<file path="config.mk">
export PLATFORM = sky130hd
export DESIGN_NAME = shared_reg_arbiter
export DESIGN_NICKNAME = d
export VERILOG_FILES = /design/src/rtl/shared_reg_arbiter.sv
export SDC_FILE = /design/constraint.sdc
export NUM_CORES = 1
export LEC_CHECK = 0
export ABC_AREA = 1
export CORE_MARGIN = 10
export CORE_UTILIZATION = 29
export DETAILED_ROUTE_END_ITERATION = 8
export GPL_TIMING_DRIVEN = 1
export SLEW_MARGIN = 20
export SYNTH_ARGS = -nofsm -noshare
export SYNTH_HDL_FRONTEND = slang
export SYNTH_SLANG_ARGS = --single-unit
export TNS_END_PERCENT = 50
</file>
<file path="constraint.sdc">
create_clock -name clk_i -period 2.1 [get_ports clk_i]
set_clock_uncertainty 0.1 [all_clocks]
set_input_delay 0.21 -clock clk_i [delete_from_list [all_inputs] [get_ports clk_i]]
set_output_delay 0.21 -clock clk_i [all_outputs]
set_load 0.02 [all_outputs]
</file>
<file path="src/rtl/shared_reg_arbiter.sv">
// Round-robin write arbiter that shares one register (ld/d) among n_req producers.
// Optional macro SHARED_REG_ARB_LOCK_EN adds lock_i for atomic multi-write bursts.
module shared_reg_arbiter #(
  parameter int lsize = 8,
  parameter int n_req = 4,
  localparam int IW   = $clog2(n_req)
) (
  input  logic                    clk_i,
  input  logic                    rst_i,
  input  logic [n_req-1:0]        req_i,
  input  logic [n_req*lsize-1:0]  data_i,
`ifdef SHARED_REG_ARB_LOCK_EN
  input  logic [n_req-1:0]        lock_i,
`endif
  output logic [n_req-1:0]        ack_o,
  output logic                    ld_o,
  output logic [lsize-1:0]        d_o,
  output logic [IW-1:0]           gnt_idx_o,
  output logic                    busy_o
);

  typedef enum logic [1:0] {
    S_IDLE = 2'd0,
    S_LOAD = 2'd1,
    S_ACK  = 2'd2
  } state_t;

  state_t              r_state;
  state_t              w_next;
  logic [IW-1:0]       r_ptr;
  logic [IW-1:0]       r_gnt;
  logic [lsize-1:0]    r_d;
  logic [n_req-1:0]    r_ack;
  logic                r_ld;
  logic                r_busy;

  logic [n_req-1:0]    w_mask;
  logic [IW-1:0]       w_start;
  logic [IW-1:0]       w_win;
  logic                w_found;
  logic                w_lock;
  logic [n_req-1:0]    w_ack;
  logic                w_ld;
  logic                w_busy;
  logic                w_take;

  function automatic logic [IW-1:0] inc_mod(input logic [IW-1:0] idx);
    if (idx == IW'(n_req - 1)) begin
      inc_mod = '0;
    end else begin
      inc_mod = idx + IW'(1);
    end
  endfunction

`ifdef SHARED_REG_ARB_LOCK_EN
  assign w_lock = (r_state == S_ACK) && lock_i[r_gnt];
`else
  assign w_lock = 1'b0;
`endif

  // In ACK the finishing winner is masked and the search starts just past it
  always_comb begin
    int j;
    w_mask  = req_i;
    w_start = r_ptr;
    w_found = 1'b0;
    w_win   = '0;
    if (r_state == S_ACK) begin
      w_mask[r_gnt] = 1'b0;
      w_start       = inc_mod(r_gnt);
    end else begin
      w_start = r_ptr;
    end
    for (int i = 0; i < n_req; i++) begin
      j = int'(w_start) + i;
      if (j >= n_req) begin
        j = j - n_req;
      end else begin
        j = j;
      end
      if (!w_found && w_mask[IW'(j)]) begin
        w_found = 1'b1;
        w_win   = IW'(j);
      end else begin
        w_found = w_found;
      end
    end
  end

  // Next-state logic
  always_comb begin
    w_next = S_IDLE;
    case (r_state)
      S_IDLE: w_next = w_found ? S_LOAD : S_IDLE;
      S_LOAD: w_next = S_ACK;
      S_ACK: begin
        if (w_lock) begin
          w_next = S_IDLE;
        end else if (w_found) begin
          w_next = S_LOAD;
        end else begin
          w_next = S_IDLE;
        end
      end
      default: w_next = S_IDLE;
    endcase
  end

  // Next values of the registered outputs
  always_comb begin
    w_ack  = '0;
    w_ld   = (w_next == S_LOAD);
    w_busy = (w_next != S_IDLE);
    w_take = (w_next == S_LOAD);
    if (w_next == S_ACK) begin
      w_ack[r_gnt] = 1'b1;
    end else begin
      w_ack = '0;
    end
  end

  // State register
  always_ff @(posedge clk_i or negedge rst_i) begin
    if (!rst_i) begin
      r_state <= S_IDLE;
    end else begin
      r_state <= w_next;
    end
  end

  // Output registers, latched grant/data and round-robin pointer
  always_ff @(posedge clk_i or negedge rst_i) begin
    if (!rst_i) begin
      r_ack  <= '0;
      r_ld   <= 1'b0;
      r_busy <= 1'b0;
      r_d    <= '0;
      r_gnt  <= '0;
      r_ptr  <= '0;
    end else begin
      r_ack  <= w_ack;
      r_ld   <= w_ld;
      r_busy <= w_busy;
      if (w_take) begin
        r_d   <= data_i[w_win*lsize +: lsize];
        r_gnt <= w_win;
      end
      if (r_state == S_ACK) begin
        r_ptr <= w_lock ? r_gnt : inc_mod(r_gnt);
      end
    end
  end

  assign ack_o     = r_ack;
  assign ld_o      = r_ld;
  assign d_o       = r_d;
  assign gnt_idx_o = r_gnt;
  assign busy_o    = r_busy;

endmodule

</file>
Word-level counts from Yosys, hierarchy flattened

Index checks and enable logic that the tools add are counted.

Add/sub/neg operators: 8
Multiply operators: 0
Divide/modulo/power cells: 0
$lt $le $gt $ge: 10
Equal/unequal tests: 5
Shift-type cells: 1
Multiplexer cells: 32
Bitwise operators: 2
Reductions and logical operators: 10

Operators with widths:

| cell                                                 | count |
|---|---|
| indexed part select 32 x 6 -> 8 bit                  | 1 |
| 2-to-1 mux 2 bit                                     | 10 |
| < comparator 2 x 4 -> 1 bit (second input constant)  | 4 |
| 2-to-1 mux 1 bit                                     | 14 |
| >= comparator 3 bit (second input constant)          | 3 |
| binary-select mux 1 bit (select 2 bit)               | 4 |
| 2-to-1 mux 4 bit                                     | 2 |
| subtractor 2 x 1 -> 2 bit (second input constant)    | 4 |
| adder 2 x 2 -> 3 bit (second input constant)         | 2 |
| == test 2 bit (second input constant)                | 3 |
| AND 4 bit                                            | 1 |
| == test 2 x 1 -> 1 bit (second input constant)       | 2 |
| logical AND 1 bit                                    | 4 |
| inverter 4 bit                                       | 1 |
| one-hot mux 2 bit (2 select lines)                   | 1 |
| adder 2 x 1 -> 3 bit (second input constant)         | 1 |
| >= comparator 2 x 3 -> 1 bit (second input constant) | 1 |
| zero test 1 bit                                      | 3 |
| < comparator 2 x 3 -> 1 bit (second input constant)  | 1 |
| adder 2 x 1 -> 2 bit (second input constant)         | 1 |
| demux 1 bit (select 2 bit)                           | 1 |
| >= comparator 2 x 1 -> 1 bit (second input constant) | 1 |
| zero test 2 bit                                      | 1 |
| nonzero test 2 bit                                   | 1 |
| OR reduction 2 bit                                   | 1 |

Register bits: 20
Bits in latches: 0
Memory bits (writable): 0
ROM bits: 0
Input port bits: 38
Output and inout port bits: 16
Word-level logic and storage cells: 75
Memories kept: 0

Longest topological paths before layout

Gate-level depths: netlist of the first run.

Depth after elaboration: 24
Mapped depth: 19
Depth with buffers taken out: 19

Least setup slack after synthesis of the first run

OpenSTA, ideal clock, no wires.

Path type: flip-flop to flip-flop
Start point: register r_gnt[0], in the netlist gnt_idx_o[0]
End point: register r_d[0], in the netlist d_o[0]
Arrival time: 2,118 ps
Data required time: 1,883 ps
Slack: -235 ps
Cell stages (with the launch flop): 19
Buffers on the path: 1
Period minus slack after synthesis: 2,335 ps
Cells stage by stage: dfrtp_1 -> inv_1 -> ha_1 -> inv_1 -> nand2_1 -> nand2_2 -> nand2_1 -> nand2_2 -> nand2_1 -> nand2_4 -> nand2_2 -> nand2_2 -> nand2_2 -> buf_2 -> nand3_1 -> nand3_1 -> nand2_1 -> nand2_1 -> nand2_1

Cells in the longest elaborated chain, start to end: 23
Elaborated cells on any way between the ends: 57
Those cells by class: add/sub: 8; order compare: 6; eq/ne: 2; shift: 1; mux: 31; bitwise: 2; reduce/logical: 7

RTL lines:

| item                                                                          | line | RTL |
|---|---|---|
| from (decl)                                                                   | 31   | `logic [IW-1:0] r_gnt;` |
| from (signal assigned)                                                        | 146  | `r_gnt <= w_win;` |
| parallel branches: the longest is 23 deep, another holds adder 2 x 1 -> 3 bit | --   |  |
| to (signal assigned)                                                          | 145  | `r_d <= data_i[w_win*lsize +: lsize];` |
| to (decl)                                                                     | 32   | `logic [lsize-1:0] r_d;` |

Parallel ways; which one is timed is not known. The select of a mux whose other input is x is not followed.
A chain may end at the register's enable or synchronous reset.

Worst setup path after layout of the first run

Start point: register r_gnt[1], in the netlist gnt_idx_o[1]
End point: register r_d[6], in the netlist d_o[6]

Same word-level chain as after synthesis.

==> metrics.md, run 1 <==
| Metric | Value |
|---|---|
| Outcome | `finished, violations left` |
| Violated checks | `setup timing` |
| Largest net degree at the start of global routing | `21` |
| CORE AREA | `0.00514 mm2` |
| RD Place Congestion | `0.783` |
| R2R Path Start | `gnt_idx_o[1]` |
| GRT Total Usage | `0.108` |
| Sink Count | `20` |
| CTS tree | `yes` |
| DR iter-0 viols | `24` |
| Initial antenna violation count | `0` |
| Main combinational cell family by area after synthesis | `simple AND/OR/NAND/NOR gates` |
| Avg Synthesized Cell Area | `6.60 um2` |
| Synth Area in Compound Gates | `0.0212` |
| CP Data Arrival Time | `2410 ps` |
| Int Pwr | `0.00250 W` |
| Share of cells above drive strength 1 | `0.338` |
| Vias/cell | `4.24` |
| Synth-to-layout area growth | `77.3%` |
| Max-slew violation count | `0` |
| Post-synthesis cell count | `233` |
| Sequential power share | `0.140` |
| Count of final hold-check violations | `0` |
| Reg2reg setup slack | `-220 ps` |
| RSZ-0062 raised after global routing | `yes` |
| R2R cell count | `17` |
| Commonest non-fill, non-tap cell in the layout | `nand2_1` |
| Crit Path Max Fanout | `7` |
| Max Cap Viol | `0` |
| Tightest Hold Check Type | `in2async` |
| CP Capture Type | `flop` |
| Commonest non-fill, non-tap cells in the layout | `nand2_1 (73), clkdlybuf4s50_1 (53), nand3_1 (32)` |
| Pre-antenna DRT Iters | `4` |
| Cell count after placement | `379` |
| Die W | `92.8 um` |
| Pre-CTS setup slack | `-262 ps` |
| Max Fclk | `432 MHz` |
| TritonCTS buffer count | `3` |
| Pwr Total | `0.00482 W` |
| Clock share of power | `0.079` |
| Reg clk slew, reported paths | `80 ps` |
| Setup WS post-layout | `-217 ps` |
| Fin crit share | `1.10` |
| Vias | `1653` |
| Final wirelength | `4560 um` |
| Post-route non-filler standard cell count | `390` |
| CP Data Required Time | `2200 ps` |
| Clock latency on the worst-skew pair | `260 ps` |
| Setup TNS | `-1740 ps` |
| Post-route ant nets | `0` |
| Number of synthesized register bits | `20` |
| Grt total ovfl | `0` |
| Synth warn | `0` |
| Worst hold margin | `182 ps` |
| Worst relative slew slack | `0.833` |
| CTS Hold Bufs | `0` |
| Clock buffer depth | `2` |
| Number of remaining DRC errors | `0` |
| First-pass GRT wire length | `7930 um` |
| Gate power share | `0.781` |
| Cell Rows | `26` |
| CTS root buf | `clkbuf_8` |
| IO buf count | `53` |
| RR Endpoint | `d_o[6]` |
| Post-synthesis xor/xnor area fraction | `0` |
| Post-Syn Area | `0.00154 mm2` |
| Die height | `92.8 um` |
| Vias in the first global route | `1710` |
| Sw Pwr | `0.00232 W` |
| CP Class | `reg2reg` |
| Slew @ Worst Pin | `251 ps` |
| Post-synthesis mux area share | `0` |
| Initial Utilization | `0.299` |
| Die ar. | `0.00862 mm2` |
| Leak | `1.35 nW` |
| CTS H-tree lvls | `1` |
| Mapped Nets | `275` |
| CP startpoint kind | `flop` |
| Synth Area in Simple Gates | `0.524` |
| VDD IR max | `0.901 mV` |
| Final HPWL DP | `3630 um` |
| WL/cell | `11.7 um` |
| Number of antenna diodes | `0` |
| Finish-stage setup viols | `10` |
| Library cells used by synthesis | `22` |
| Seq/Total Area, Yosys | `0.325` |
| Switching Fraction | `0.481` |
| Final Critical Period | `2320 ps` |
| Adder-cell share of the synthesized area | `0.0325` |
| # IOs | `54` |
| Power per cell area | `1770 mW/mm2` |
| Final #Nets | `363` |
-- how the worst max path moves through the flow --
| stage | from | end | slack (ps) | cells past startpoint |
|---|---|---|---|---|
| finish | gnt_idx_o[1] | d_o[6] | -220 | 17 |
| global route | gnt_idx_o[1] | d_o[6] | -400 | 17 |
| CTS | gnt_idx_o[1] | d_o[6] | -190 | 18 |
| detailed placement | gnt_idx_o[0] | d_o[2] | -260 | 14 |
| global placement | gnt_idx_o[0] | d_o[2] | -200 | 14 |
| floorplan | gnt_idx_o[0] | d_o[2] | -90 | 16 |
-- power by group through the flow --
| stage | Combinational, W | Sequential, W | Clock (W) |
|---|---|---|---|
| after CTS | 0.00349 | 0.000678 | 0.000386 |
| after floorplan | 0.00183 | 0.000799 | 0 |
| final | 0.00377 | 0.000677 | 0.000380 |
| after detailed placement | 0.00315 | 0.000670 | 0 |
| after global placement | 0.00313 | 0.000668 | 0 |
| after global routing | 0.00416 | 0.000696 | 0.000407 |
-- area by class of cell --
class                      count  area (um2)
timing repair buffer          87         818
multi-input combinational    177        1120
inverter                      32         125
clock inverter                 1        30.0
sequential                    20         504
fill                         519        2410
tap                           70        87.6
clock buffer                   3        41.3
-- per-layer routing --
layer  up-vias  part of all wire  track usage
met2        41              0.48        0.183
met4         0            0.0086       0.0231
met5         -                 0            0
li1        889                 -            -
met3         4             0.061       0.0323
met1       719              0.45        0.131
-- sequential cells by signal, summed over array words and instances, names as in the netlist --
signal	cells
gnt_idx_o	2
d_o	8
r_ptr	2
r_state	2
ack_o	4
ld_o	1
busy_o	1
-- critical path, stage by stage, from the launching register on --
cell and delay [ps]:
dfrtp_2 470, ha_4 200, inv_2 50, nand2_1 50, nand2_2 80, nand2_4 90, nand2_2 110, nand3_1 130
nand2_4 140, nand3_1 90, nand2_1 70, nand2_1 100, a21oi_4 210, buf_6 130, nand3_1 70, nand2_1 70
nand2_1 50, nand2_1 50
-- stage by stage --
stage,cell area (um2),utilization
after floorplan,1580,-
after global placement,2390,0.465
after detailed placement,2390,0.465
after CTS,2620,0.509
after global routing,2730,0.530
final,2730,0.530
-- Yosys cell counts --
master / number / share of area
a21oi_1: 1 / 0.0033
a21oi_2: 2 / 0.011
buf_2: 2 / 0.0065
buf_4: 1 / 0.0049
buf_6: 1 / 0.0073
dfrtp_1: 20 / 0.33
ha_1: 4 / 0.033
inv_1: 30 / 0.073
inv_2: 2 / 0.0049
nand2_1: 92 / 0.22
nand2_2: 18 / 0.073
nand2_4: 5 / 0.037
nand2_8: 1 / 0.013
nand3_1: 37 / 0.12
nand4_1: 1 / 0.0041
nand4_2: 1 / 0.0081
nor2_1: 9 / 0.022
nor2_2: 1 / 0.0041
nor2_4: 1 / 0.0073
nor3_2: 1 / 0.0065
o21ai_0: 2 / 0.0065
or2_1: 1 / 0.0041
-- cells by family after synthesis --
logic type	count (synthesis)
simple gates	168
buf+inv	36
flops	20
compound gates	5
fa+ha+maj	4
-- timing repair --
item,CTS,global route
pin swaps,18,14
resized for setup,27,27
endpoints found under the setup margin,12,13
buffers inserted,6,1
(Power assumes the default switching activity.)
==> run 2: changes to the inputs <==
--- a/config.mk
+++ b/config.mk
@@ -8,8 +8,10 @@
 export ABC_AREA = 1
 export CORE_MARGIN = 10
 export CORE_UTILIZATION = 29
+export CTS_BUF_LIST = sky130_fd_sc_hd__clkbuf_8
 export DETAILED_ROUTE_END_ITERATION = 8
 export GPL_TIMING_DRIVEN = 1
+export MAX_ROUTING_LAYER = met4
 export SLEW_MARGIN = 20
 export SYNTH_ARGS = -nofsm -noshare
 export SYNTH_HDL_FRONTEND = slang
==> run 2 against run 1 <==
Against the previous run: critical endpoint unchanged; critical path depth stayed put; first-iteration DRC count is 21% higher; cell count stayed put; the run still ends with setup timing left; largest cell class unchanged; sequential share of layout area stayed put; global-route usage is 0.29 points higher.
==> metrics.md, run 2 (synthesized netlist as in run 1, its figures left out) <==
| Metric | Value |
|---|---|
| VDD IR max | `0.900 mV (about the same)` |
| DR iter-0 viols | `29 (+21%)` |
| Most used routing layer | `met2` |
| Max Fclk | `432 MHz (+0.13%)` |
| Number of antenna diodes | `0 (unchanged)` |
| Vias/cell | `4.25 (+0.30%)` |
| Die height | `92.8 um (unchanged)` |
| Setup WS post-layout | `-215 ps (+2.91 ps)` |
| Max Cap Viol | `0 (unchanged)` |
| Register area | `504 um2 (unchanged)` |
| Pre-antenna DRT Iters | `4 (unchanged)` |
| Slew @ Worst Pin | `250 ps (-0.246 ps)` |
| CTS root buf | `clkbuf_8` |
| Reg clk slew, reported paths | `80 ps (about the same)` |
| Violated checks | `setup timing` |
| Int Pwr | `0.00250 W (about the same)` |
| Final Critical Period | `2310 ps (-2.91 ps)` |
| Clock latency on the worst-skew pair | `260 ps (about the same)` |
| CTS tree | `yes` |
| Largest net degree at the start of global routing | `21 (unchanged)` |
| Clock buffer depth | `2 (unchanged)` |
| Final core occ | `0.530 (unchanged)` |
| CP Data Required Time | `2200 ps (about the same)` |
| CP Data Arrival Time | `2410 ps (about the same)` |
| Max-slew violation count | `0 (unchanged)` |
| CTS H-tree lvls | `1 (unchanged)` |
| GRT Total Usage | `0.111 (+0.00292)` |
| Worst hold margin | `183 ps (+1.02 ps)` |
| CORE AREA | `0.00514 mm2 (unchanged)` |
| Grt total ovfl | `0 (unchanged)` |
| Commonest non-fill, non-tap cell in the layout | `nand2_1` |
| Max reg flops | `8 (unchanged)` |
| Cell Rows | `26 (unchanged)` |
| Met2 Track Usage GR | `0.183 (+0.000584)` |
| CP Capture Type | `flop` |
| First-pass GRT wire length | `7910 um (-0.26%)` |
| TritonCTS buffer count | `3 (unchanged)` |
| Routing usage on met1 | `0.135 (+0.00421)` |
| Tightest Hold Check Type | `in2async` |
| RD Place Congestion | `0.793 (+1.4%)` |
| Share of cells above drive strength 1 | `0.338 (unchanged)` |
| Worst relative slew slack | `0.833 (about the same)` |
| RSZ-0062 raised after global routing | `yes` |
| CTS Hold Bufs | `0 (unchanged)` |
| Leak | `1.35 nW (unchanged)` |
| IO buf count | `53 (unchanged)` |
| Synth-to-layout area growth | `77.3% (unchanged)` |
| Number of remaining DRC errors | `0 (unchanged)` |
| CP startpoint kind | `flop` |
| Reg2reg setup slack | `-210 ps (about the same)` |
| Global Route met3 Usage | `0.0234 (-0.00888)` |
| Power per cell area | `1770 mW/mm2 (about the same)` |
| Initial antenna violation count | `0 (unchanged)` |
| Sink Count | `20 (unchanged)` |
| Count of final hold-check violations | `0 (unchanged)` |
| CP Class | `reg2reg` |
| Die W | `92.8 um (unchanged)` |
| # IOs | `54 (unchanged)` |
| Final #Nets | `363 (unchanged)` |
| Vias in the first global route | `1716 (+0.35%)` |
| Final HPWL DP | `3630 um (unchanged)` |
| Commonest non-fill, non-tap cells in the layout | `nand2_1 (73), clkdlybuf4s50_1 (53), nand3_1 (32)` |
| Gate power share | `0.781 (about the same)` |
| Switching Fraction | `0.480 (about the same)` |
| WL/cell | `11.7 um (about the same)` |
| Initial Utilization | `0.299 (unchanged)` |
| Pwr Total | `0.00482 W (about the same)` |
| Final wirelength | `4560 um (about the same)` |
| Sw Pwr | `0.00232 W (about the same)` |
| # fillers | `519 (unchanged)` |
| Area of the multi-input gates | `0.00112 mm2 (unchanged)` |
| Sequential power share | `0.140 (about the same)` |
| Post-route ant nets | `0 (unchanged)` |
| Clock share of power | `0.079 (about the same)` |
| Vias | `1658 (+0.30%)` |
| Fin crit share | `1.10 (-0.00138)` |
| Finish-stage setup viols | `10 (unchanged)` |
| Die ar. | `0.00862 mm2 (unchanged)` |
| Crit Path Max Fanout | `7 (unchanged)` |
| Outcome | `finished, violations left` |
-- run 2: cell counts in the layout (fill, tap and decap cells not counted) --
Identical to the previous run, type by type.
-- run 2: layout make-up --
type / count / area share
multi-input cells: 177 / 0.411
repair buffers: 87 / 0.300
flip-flops and latches: 20 / 0.185
inverters: 32 / 0.0459
well taps: 70 / 0.0321
clock buffers: 3 / 0.0151
clock inverters: 1 / 0.0110
-- run 2: per-stage QoR --
| stage | instances | area (um2) | worst slack (ps) | setup TNS (ps) |
|---|---|---|---|---|
| 2_1_floorplan | 233 | 1580 | -85.2 | -503 |
| 3_3_place_gp | 379 | 2390 | -196 | -1490 |
| 3_5_place_dp | 379 | 2390 | -262 | -1930 |
| 4_1_cts | 389 | 2620 | -189 | -1270 |
| 5_1_grt | 390 | 2730 | -394 | -3720 |
| 6_report | 390 | 2730 | -215 | -1720 |
-- run 2: worst paths after layout --
path | start | to | cells after the start
max in group asynchronous | rst_i | gnt_idx_o[0] | 2
worst min-delay path | rst_i | ack_o[2] | 2
worst max-delay path | gnt_idx_o[1] | d_o[6] | 17
worst min register to register | d_o[7] | d_o[7] | 2
min in group clk_i | d_o[7] | d_o[7] | 2
worst max register to register | gnt_idx_o[1] | d_o[6] | 17
-- run 2: power groups by stage --
stage	logic, W	clock network [W]	registers, W
floorplan	0.00183	0	0.000799
global placement	0.00313	0	0.000668
detailed placement	0.00315	0	0.000670
CTS	0.00349	0.000386	0.000678
global route	0.00416	0.000405	0.000696
finish	0.00377	0.000379	0.000676
-- run 2: repair_timing --
action / in CTS / in global routing
gates cloned: 0 / 0
setup buffers: 6 / 1
endpoints found under the setup margin: 12 / 13
resized for setup: 27 / 27
pin swaps: 18 / 14
-- run 2: layer usage --
metal / up-vias / part of all wire
li1: 889 / -
met3: 4 / 0.042
met1: 720 / 0.47
met2: 45 / 0.48
met4: 0 / 0.0086
met5: - / 0
-- run 2: worst max-delay path: stages (launching register included) --
cell	delay, ps
dfrtp_2	470
ha_4	200
inv_2	50
nand2_1	50
nand2_2	80
nand2_4	90
nand2_2	110
nand3_1	130
nand2_4	140
nand3_1	90
nand2_1	70
nand2_1	100
a21oi_4	210
buf_6	130
nand3_1	70
nand2_1	70
nand2_1	50
nand2_1	50
==> run 3: changes to the inputs <==
--- a/config.mk
+++ b/config.mk
@@ -12,6 +12,8 @@
 export DETAILED_ROUTE_END_ITERATION = 8
 export GPL_TIMING_DRIVEN = 1
 export MAX_ROUTING_LAYER = met4
+export PLACE_DENSITY_LB_ADDON = 0.2
+export SETUP_SLACK_MARGIN = 0.5
 export SLEW_MARGIN = 20
 export SYNTH_ARGS = -nofsm -noshare
 export SYNTH_HDL_FRONTEND = slang
==> constraint.sdc (replaced) <==
create_clock -name clk_i -period 2.05 [get_ports clk_i]
set_clock_uncertainty 0.1 [all_clocks]
set_input_delay 0.205 -clock clk_i [delete_from_list [all_inputs] [get_ports clk_i]]
set_output_delay 0.205 -clock clk_i [all_outputs]
set_load 0.02 [all_outputs]
==> run 3 against run 2 <==
Against the previous run: the flow still finishes with violations (setup timing); register-to-register slack worse by 110 ps; maximum frequency is 2.5% lower; global-route usage is 0.62 points higher; flip-flop and latch count stayed put; cell count is 2.6% higher; worst hold slack worse by 4.6 ps; via count is 7.2% higher; combinational power is 6.9% higher; wire length is 9.3% higher; sequential share of layout area is 0.72 points lower; first-iteration DRC count is 55% higher; clock power is 5.5% higher.
==> metrics.md, run 3 (synthesized netlist as in run 1, its figures left out) <==
| Metric | Value |
|---|---|
| Die ar. | `0.00862 mm2 (unchanged)` |
| Vias in the first global route | `1846 (+7.6%)` |
| CP Capture Type | `flop` |
| CTS H-tree lvls | `1 (unchanged)` |
| CP peak stage delay | `480 ps (about the same)` |
| VDD IR max | `0.922 mV (+2.4%)` |
| Commonest non-fill, non-tap cell in the layout | `nand2_1` |
| Number of antenna diodes | `0 (unchanged)` |
| Initial Utilization | `0.299 (unchanged)` |
| Crit Path Max Fanout | `6 (-1)` |
| CP Buf/Inv Count | `3 (+1)` |
| Critical Path, Cell by Cell | `inv_4, ha_4, inv_2, nand2_2, nand2_4, buf_4, nand3_4, nand2_4, nand4_4, nand2_8, nand2_8, or2_1, nand3_1, nand3_1` |
| Slew @ Worst Pin | `267 ps (+16.9 ps)` |
| Top Family by Delay on Critical Path | `simple AND/OR/NAND/NOR gates` |
| Slowest CP cell | `dfrtp_2` |
| Max Fclk | `421 MHz (-2.5%)` |
| Cell Rows | `26 (unchanged)` |
| Sequential power share | `0.135 (-0.005)` |
| Synth-to-layout area growth | `84.1%` |
| Count of final hold-check violations | `0 (unchanged)` |
| Die W | `92.8 um (unchanged)` |
| DP Area | `0.00236 mm2 (-1.4%)` |
| Pre-CTS setup slack | `-334 ps (-71.4 ps)` |
| Sw Pwr | `0.00255 W (+10%)` |
| CTS root buf | `clkbuf_8` |
| Final HPWL DP | `3460 um (-4.8%)` |
| Final wirelength | `4980 um (+9.3%)` |
| Max reg flops | `8 (unchanged)` |
| IO buf count | `53 (unchanged)` |
| CP startpoint kind | `flop` |
| Largest net degree at the start of global routing | `21 (unchanged)` |
| Int Pwr | `0.00256 W (+2.3%)` |
| RD Place Congestion | `0.794 (+0.10%)` |
| Max Cap Viol | `0 (unchanged)` |
| GRT Total Usage | `0.117 (+0.00616)` |
| Clock latency on the worst-skew pair | `260 ps (about the same)` |
| Final #Nets | `373 (+2.8%)` |
| Commonest non-fill, non-tap cells in the layout | `nand2_1 (73), clkdlybuf4s50_1 (43), buf_4 (36)` |
| CTS tree | `yes` |
| Sink Count | `20 (unchanged)` |
| CP Data Required Time | `2090 ps (-110 ps)` |
| Post-route ant nets | `0 (unchanged)` |
| Vias/cell | `4.44 (+4.5%)` |
| RSZ-0062 raised after global routing | `yes` |
| Gate power share | `0.787 (+0.006)` |
| # IOs | `54 (unchanged)` |
| Grt total ovfl | `0 (unchanged)` |
| Pre-antenna DRT Iters | `5 (+1)` |
| CP Class | `reg2reg` |
| Fin crit share | `1.16 (+0.0553)` |
| Clock buffer depth | `2 (unchanged)` |
| Power per cell area | `1810 mW/mm2 (+2.2%)` |
| Switching Fraction | `0.499 (+0.0184)` |
| CP Data Arrival Time | `2420 ps (about the same)` |
| Leak | `1.46 nW (+8.5%)` |
| Worst relative slew slack | `0.822 (-0.0106)` |
| Reg clk slew, reported paths | `80 ps (about the same)` |
| # fillers | `526 (+1.3%)` |
| Worst hold margin | `178 ps (-4.65 ps)` |
| Setup WS post-layout | `-323 ps (-108 ps)` |
| Finish-stage setup viols | `13 (+3)` |
| TritonCTS buffer count | `3 (unchanged)` |
| Final Critical Period | `2370 ps (+58.3 ps)` |
| Clock share of power | `0.078 (about the same)` |
| CORE AREA | `0.00514 mm2 (unchanged)` |
| WL/cell | `12.5 um (+6.5%)` |
| Final Cell Area | `0.00283 mm2 (+3.8%)` |
| Share of cells above drive strength 1 | `0.394 (+0.0564)` |
| First-pass GRT wire length | `8200 um (+3.8%)` |
| Pwr Total | `0.00512 W (+6.1%)` |
| Number of remaining DRC errors | `0 (unchanged)` |
| Outcome | `finished, violations left` |
| Violated checks | `setup timing` |
| Vias | `1777 (+7.2%)` |
| Tightest Hold Check Type | `in2async` |
| Max-slew violation count | `0 (unchanged)` |
| DR iter-0 viols | `45 (+55%)` |
| Die height | `92.8 um (unchanged)` |
| Final core occ | `0.551 (+0.0202)` |
| Initial antenna violation count | `0 (unchanged)` |
run 3: worst reg2reg max path: cells and delay by family, from the launching register on:
| kind | cells | cell delay (ps) |
|---|---|---|
| fa+ha+maj | 1 | 210 |
| buf+inv | 3 | 280 |
| simple gates | 10 | 1200 |
| flops | 1 | 480 |
run 3: power by group through the flow:
stage	registers (W)	clock network, W	logic (W)
2_1_floorplan	0.000819	0	0.00188
3_3_place_gp	0.000672	0	0.00301
3_5_place_dp	0.000671	0	0.00303
4_1_cts	0.000687	0.000407	0.00374
5_1_grt	0.000703	0.000420	0.00440
6_report	0.000690	0.000400	0.00403
run 3: routing by layer:
layer  global-route usage  vias up  share of wire
met4               0.0219        0         0.0062
met3               0.0315        4          0.055
met5                    -        -              0
met2                0.190       57           0.47
met1                0.143      801           0.47
li1                     -      915              -
run 3: layout make-up:
type	count	area, um2	share of cell area
inverters	32	125	0.0442
repair buffers	94	857	0.303
multi-input cells	180	1190	0.419
well taps	70	87.6	0.0309
clock buffers	3	41.3	0.0146
clock inverters	1	30.0	0.0106
flip-flops and latches	20	503	0.178
run 3: worst paths after layout:
path	from	end	slack, ps	cells after the start
max	gnt_idx_o[0]	d_o[2]	-320	14
min	rst_i	r_state[1]	180	2
max reg2reg	gnt_idx_o[0]	d_o[2]	-320	14
min reg2reg	d_o[6]	d_o[6]	380	2
max in group asynchronous	rst_i	gnt_idx_o[0]	1440	2
min in group clk_i	d_o[6]	d_o[6]	380	2
run 3: metrics by stage:
stage          setup TNS [ps]  instances
2_1_floorplan           -1040        233
3_3_place_gp            -2430        378
3_5_place_dp            -2700        378
4_1_cts                 -2400        396
5_1_grt                 -4620        400
6_report                -2960        400
run 3: repair_timing:
item / CTS / global route
pin swaps: 38 / 36
setup endpoints to repair: 21 / 15
resized for setup: 54 / 19
hold buffers: 0 / 0
setup buffers: 10 / 4
cloned: 4 / 0
